--- src/rtl/seven_seg_scan_decoder.sv ---
// Receive-side decoder for a multiplexed 4-digit seven-segment bus: waits for each
// digit dwell to settle, decodes the segments to a nibble and assembles 16-bit frames.
module seven_seg_scan_decoder #(
    parameter int SETTLE_CYCLES  = 4,
    parameter int TIMEOUT_CYCLES = 1048576
) (
    input  logic        Clk,
    input  logic        reset,
    input  logic [3:0]  AN_SEL,
    input  logic [6:0]  seven_seg_out,
    output logic [15:0] value,
    output logic        value_valid,
    output logic [3:0]  blank_mask,
    output logic        seg_err,
    output logic        timeout
);

    localparam int SW = $clog2(SETTLE_CYCLES + 2);
    localparam int TW = $clog2(TIMEOUT_CYCLES + 1);
    localparam logic [SW-1:0] SETTLE_V = SW'(SETTLE_CYCLES);
    localparam logic [SW-1:0] STAB_SAT = SW'(SETTLE_CYCLES + 1);
    localparam logic [TW-1:0] TMR_LAST = TW'(TIMEOUT_CYCLES - 1);
    localparam logic [TW-1:0] TMR_MAX  = TW'(TIMEOUT_CYCLES);

    typedef enum logic {COLLECT, EMIT} state_t;

    // {bad, blank, nibble}
    function automatic logic [5:0] decode_seg(input logic [6:0] s);
        case (s)
            7'h40: decode_seg = 6'h00;
            7'h79: decode_seg = 6'h01;
            7'h24: decode_seg = 6'h02;
            7'h30: decode_seg = 6'h03;
            7'h19: decode_seg = 6'h04;
            7'h12: decode_seg = 6'h05;
            7'h02: decode_seg = 6'h06;
            7'h78: decode_seg = 6'h07;
            7'h00: decode_seg = 6'h08;
            7'h10: decode_seg = 6'h09;
            7'h08: decode_seg = 6'h0A;
            7'h03: decode_seg = 6'h0B;
            7'h46: decode_seg = 6'h0C;
            7'h21: decode_seg = 6'h0D;
            7'h06: decode_seg = 6'h0E;
            7'h0E: decode_seg = 6'h0F;
            7'h7F: decode_seg = 6'h10;
            default: decode_seg = 6'h20;
        endcase
    endfunction

    logic [3:0]      an_p0, an_p1;
    logic [6:0]      seg_p0, seg_p1;
    logic [SW-1:0]   stab_cnt, stab_next;
    logic [TW-1:0]   tmr;
    logic [3:0][3:0] shadow;
    logic [3:0]      seen, blank_flags, hit;
    logic            bad, sample_ok, capture, to_fire;
    logic [5:0]      dec;
    state_t          state, state_d;

    assign hit       = ~an_p0;
    assign sample_ok = $onehot(hit);
    assign dec       = decode_seg(seg_p0);

    // Counter restarts at 1 on any sample change and parks one above the
    // threshold, so each dwell captures exactly once.
    always_comb begin
        stab_next = '0;
        if (sample_ok) begin
            if ({an_p0, seg_p0} != {an_p1, seg_p1})
                stab_next = SW'(1);
            else if (stab_cnt == STAB_SAT)
                stab_next = stab_cnt;
            else
                stab_next = stab_cnt + 1'b1;
        end
    end

    assign capture = sample_ok && (stab_next == SETTLE_V);
    assign to_fire = !capture && (state != EMIT) && (tmr == TMR_LAST) && (seen != 4'h0);

    always_comb begin
        state_d = state;
        case (state)
            COLLECT: if (capture && ((seen | hit) == 4'hF)) state_d = EMIT;
            EMIT:    state_d = COLLECT;
            default: state_d = COLLECT;
        endcase
    end

    always_ff @(posedge Clk) begin
        if (reset) begin
            an_p0       <= '0;
            an_p1       <= '0;
            seg_p0      <= '0;
            seg_p1      <= '0;
            stab_cnt    <= '0;
            tmr         <= '0;
            shadow      <= '0;
            seen        <= '0;
            blank_flags <= '0;
            bad         <= 1'b0;
            value       <= '0;
            value_valid <= 1'b0;
            blank_mask  <= '0;
            seg_err     <= 1'b0;
            timeout     <= 1'b0;
            state       <= COLLECT;
        end else begin
            an_p0       <= AN_SEL;
            seg_p0      <= seven_seg_out;
            an_p1       <= an_p0;
            seg_p1      <= seg_p0;
            stab_cnt    <= stab_next;
            state       <= state_d;
            value_valid <= 1'b0;
            timeout     <= 1'b0;

            if (capture || state == EMIT)
                tmr <= '0;
            else if (tmr != TMR_MAX)
                tmr <= tmr + 1'b1;

            if (state == EMIT) begin
                value       <= shadow;
                blank_mask  <= blank_flags;
                seg_err     <= bad;
                value_valid <= 1'b1;
                seen        <= '0;
                bad         <= 1'b0;
            end else if (to_fire) begin
                timeout     <= 1'b1;
                seen        <= '0;
                bad         <= 1'b0;
                blank_flags <= '0;
            end

            // A capture landing in the EMIT cycle starts the next frame.
            if (capture) begin
                for (int i = 0; i < 4; i++) begin
                    if (hit[i]) begin
                        shadow[i]      <= dec[3:0];
                        blank_flags[i] <= dec[4];
                    end
                end
                seen <= ((state == EMIT) ? 4'h0 : seen) | hit;
                bad  <= ((state == EMIT) ? 1'b0 : bad) | dec[5];
            end
        end
    end

endmodule
--- config.mk ---
export PLATFORM = sky130hd
export DESIGN_NAME = seven_seg_scan_decoder
export DESIGN_NICKNAME = d
export VERILOG_FILES = /design/src/rtl/seven_seg_scan_decoder.sv
export SDC_FILE = /design/constraint.sdc
export NUM_CORES = 1
export LEC_CHECK = 0
export CORE_ASPECT_RATIO = 1.2
export CORE_MARGIN = 1
export CORE_UTILIZATION = 38
export CTS_CLUSTER_DIAMETER = 200
export DETAILED_ROUTE_END_ITERATION = 8
export SETUP_SLACK_MARGIN = 0.1
export SLEW_MARGIN = 20
export SYNTH_ARGS = -nofsm -noshare
export SYNTH_HDL_FRONTEND = slang
export SYNTH_SLANG_ARGS = --single-unit
--- constraint.sdc ---
create_clock -name Clk -period 2.8 [get_ports Clk]
set_input_delay 0.56 -clock Clk [delete_from_list [all_inputs] [get_ports Clk]]
set_output_delay 0.56 -clock Clk [all_outputs]
set_load 0.03 [all_outputs]
==> impl_results.md <==
* Initial antenna violation count at 0
* Setup-failing EPs final at 0
* Internal Pwr Total at 2.23 mW
* Flop pwr share at 0.475
* Sum of overflow across all layers after global routing at 0
* Dpl ws at about 0.00064 ns
* Post-synthesis instance total at 460
* Topmost layer with routed signal wires: met4
* Start of the worst register-to-register path: an_p0[0]
* Static leakage at 1.84 nW
* Vias per cell at ~5.4
* Worst Hold Margin at 0.467 ns
* Setup repair after global routing missed its margin: yes
* Total number of nets in the final design at 526
* Most common cell after layout, fill and taps aside: sky130_fd_sc_hd__dfxtp_1
* CP cell instances: fa_1, inv_1, ha_2, ha_4, nor3b_4, nand4_1, a2111o_1, buf_6, nor3_2, a31o_1
* Final wirelength at approximately 10000 um
* Critical Path Sink Type: flip-flop
* Die Height at between 100 and 150 um
* Detail-routed net length per standard cell at around 15 um
* Cell area after synthesis at about 4200 um^2
* Final Worst Setup Slack at roughly 0.055 ns
* Number of flops mapped to enable cells by yosys at 0
* Number of gates on the worst path with buffers counted at 10
* Dominant register cell in the synthesized netlist: sky130_fd_sc_hd__dfxtp_1
* Critical Path Fanout Max at 5
* Share of final-layout standard cells stronger than drive strength 1 at 0.190
* Clock root buffer: sky130_fd_sc_hd__clkbuf_16
* Die extent in x at 98.3 um
* Global-route wire length before repair at 15600 um
* Yosys Warn Count at 0
* Initial cell density of the core at 0.396
* Data arrival time of the critical path at 3.03 ns
* Via count of the first global-routing pass at 3149
* Largest net degree at the start of global routing at 40
* Global-route usage over all layers at 0.168
* Die ar. at about 12000 um^2
* Average footprint of a synthesized cell at ~9.2 um^2
* CORE AREA at 10700 um^2
* # clock sinks at 95
* Post-synthesis sequential element count at 95
* Number of clock buffers inserted by TritonCTS at 9
* Routed metal-1 wirelength at about 4800 um
* Port Buffer Count at 35
* Max frequency at 0.364 GHz
* Number of non-filler instances in the completed layout at between 600 and 700
* Relative contribution of combinational cells to total power at 0.089
* R2R Path End: blank_flags[3]
* Final period demand of the worst path at 2.74 ns
* Share of the clock period used by the worst path after layout at 0.980
* Number of hold-repair buffers added at the cts stage at 0
* Maximum capacitance violations at 0
* Row cnt at 41
* Clock Tree Buf Depth at 2
* CP Launch Point: an_p0[0]
* Vias at 3457
* H-tree depth at 3
* Placed insts at ~610
* Violations in the final reports: DRC
* Drc violations at 1
* Async S/R FF share, synth at 0
* R2R setup slack at approximately 0.055 ns
* Final core area utilization at 0.512
* Path class of the lowest-slack min-delay path: reg -> reg
* Switching power of the nets at around 0.7 mW
* Master of the slowest instance on the critical path: sky130_fd_sc_hd__a2111o_1
* Count of filler cells inserted in the layout at around 1000
* Detail Placement HPWL at 6340 um
* Worst-margin pin slew at 0.869 ns
* Startpoint type of the worst setup path: flip-flop
* Setup TNS after final layout at 0 ns
* Worst R2R Path Depth at 10
* Required time worst endpoint at 3.08 ns
* Gate family responsible for the most delay along the worst path: adder cells
* Worst path max stage delay at 0.55 ns
* Top library cells by usage in the layout, fill and taps aside: sky130_fd_sc_hd__dfxtp_1, sky130_fd_sc_hd__nor2_1, sky130_fd_sc_hd__clkdlybuf4s50_1
* Post-Route Skew at about 0.0099 ns
* Syn-to-layout area delta at 29.2%
* Worst setup path class: reg -> reg
* Number of inserted diodes at 0
* Clk pin slew, worst setup/hold paths at 0.07 ns
* Final Hold Violating Endpoints at 0
* Number of nets in the synthesized netlist at 480
* First drt pass iteration count at 9
* Ports placed on the boundary at 36
* Clock latency of the later-clocked register in the worst-skew pair at roughly 0.34 ns
* Remaining max-slew budget at the tightest pin at 0.417
* Proportion of total power due to net switching at 0.238
* Number of buffers and inverters on the critical path at 2
* Share of the yosys chip area belonging to registers at 0.450
* Count of final max-slew check failures at 0
* Power Density at approximately 540 nW/um^2
* Portion of total power attributed to the clock network at 0.437
* Met2 routed WL at about 4600 um
* Worst IR Drop VDD at ~0.00034 V
* Status: complete, but fails checks
* 1st-iter DRT viols at 126
* Count of nets left with antenna violations after detail routing at 0
* Crit path capture: blank_flags[3]
* Distinct cell type count of the synthesized netlist at between 50 and 60
* RD Place Congestion at 0.810
* Number of cells on the worst hold path at 2
* Clock tree from TritonCTS: yes
* Met3 WL at 287 um
[metal layers]
metal | up-vias | GRT usage
li1 | 1723 | -
met1 | 1648 | 0.213
met2 | 70 | 0.269
met3 | 16 | 0.0410
met4 | 0 | 0.0718
met5 | - | 0
[timing repair]
item                                    in CTS  in global routing
pin swaps                                    2                 26
endpoints found under the setup margin      43                 29
buffers inserted                             2                  4
cloned                                       2                  3
gates resized for setup                     10                 59
[worst min-delay path by stage]
stage,start,slack (ns),end
CTS,shadow[10],0.48,shadow[10]
floorplan,bad,0.45,bad
finish,shadow[7],0.47,shadow[7]
global route,shadow[7],0.48,shadow[7]
global placement,shadow[7],0.46,shadow[7]
detailed placement,shadow[10],0.47,shadow[10]
[stage by stage]
step | power, mW | instance area (um^2)
after floorplan | 1.57 | 4240
after global placement | 1.63 | 4770
after detailed placement | 1.63 | 4770
after CTS | 2.92 | 5150
after global routing | 3.04 | 5470
final | 2.93 | 5470
[power by group through the flow]
stage               Clock [mW]  Sequential, mW  Combinational, mW
floorplan                    0            1.42              0.150
global placement             0            1.42              0.208
detailed placement           0            1.42              0.210
CTS                       1.31            1.39              0.223
global route              1.37            1.39              0.282
finish                    1.28            1.39              0.260
[flip-flops by register name, indices dropped and copies added, names as in the netlist]
| register | cells |
|---|---|
| value | 16 |
| seg_err | 1 |
| an_p0 | 4 |
| stab_cnt | 3 |
| bad | 1 |
| shadow | 16 |
| an_p1 | 4 |
| seg_p0 | 7 |
| seen | 4 |
| value_valid | 1 |
| blank_flags | 4 |
| blank_mask | 4 |
| seg_p1 | 7 |
| state | 1 |
| tmr | 21 |
| timeout | 1 |
[cells in the mapped netlist (all sizes together) (13+ instances only)]
master | number | area [um^2]
mux2i | 24 | 240
nand2 | 16 | 62.6
nor2 | 58 | 218
nor2b | 23 | 144
nor3 | 17 | 90.1
dfxtp | 95 | 1900
xnor2 | 20 | 183
xor2 | 13 | 114
a21oi | 19 | 95.1
clkbuf | 17 | 63.8
o21ai | 18 | 90.1
nand3 | 19 | 95.1
[worst min-delay path: stages, from the launching register on]
cell	delay, ns
sky130_fd_sc_hd__dfxtp_1	0.32
sky130_fd_sc_hd__o21ai_2	0.05
sky130_fd_sc_hd__a21oi_1	0.05
[final cells by class]
cell class | count | area [um^2] | share of cell area
Clock inverter | 5 | 61.3 | 0.0112
Multi-Input combinational cell | 327 | 2400 | 0.440
Timing Repair Buffer | 63 | 644 | 0.118
Inverter | 10 | 37.5 | 0.00687
Clock buffer | 11 | 253 | 0.0462
Sequential cell | 95 | 1900 | 0.348
Tap cell | 129 | 161 | 0.0295
[logic make-up (layout without fill, tap and decap cells)]
kind of cell             after synthesis  count (layout)  synth area share
AND/OR/NAND/NOR                      189             189             0.237
flip-flops                            95              95             0.450
AO/OA/AOI/OAI                         73              74             0.125
buffers and inverters                 39              89            0.0396
XOR/XNOR                              33              33            0.0701
multiplexers                          24              24            0.0568
adder cells (fa/ha/maj)                7               7            0.0225
(Power assumes the default switching activity.)
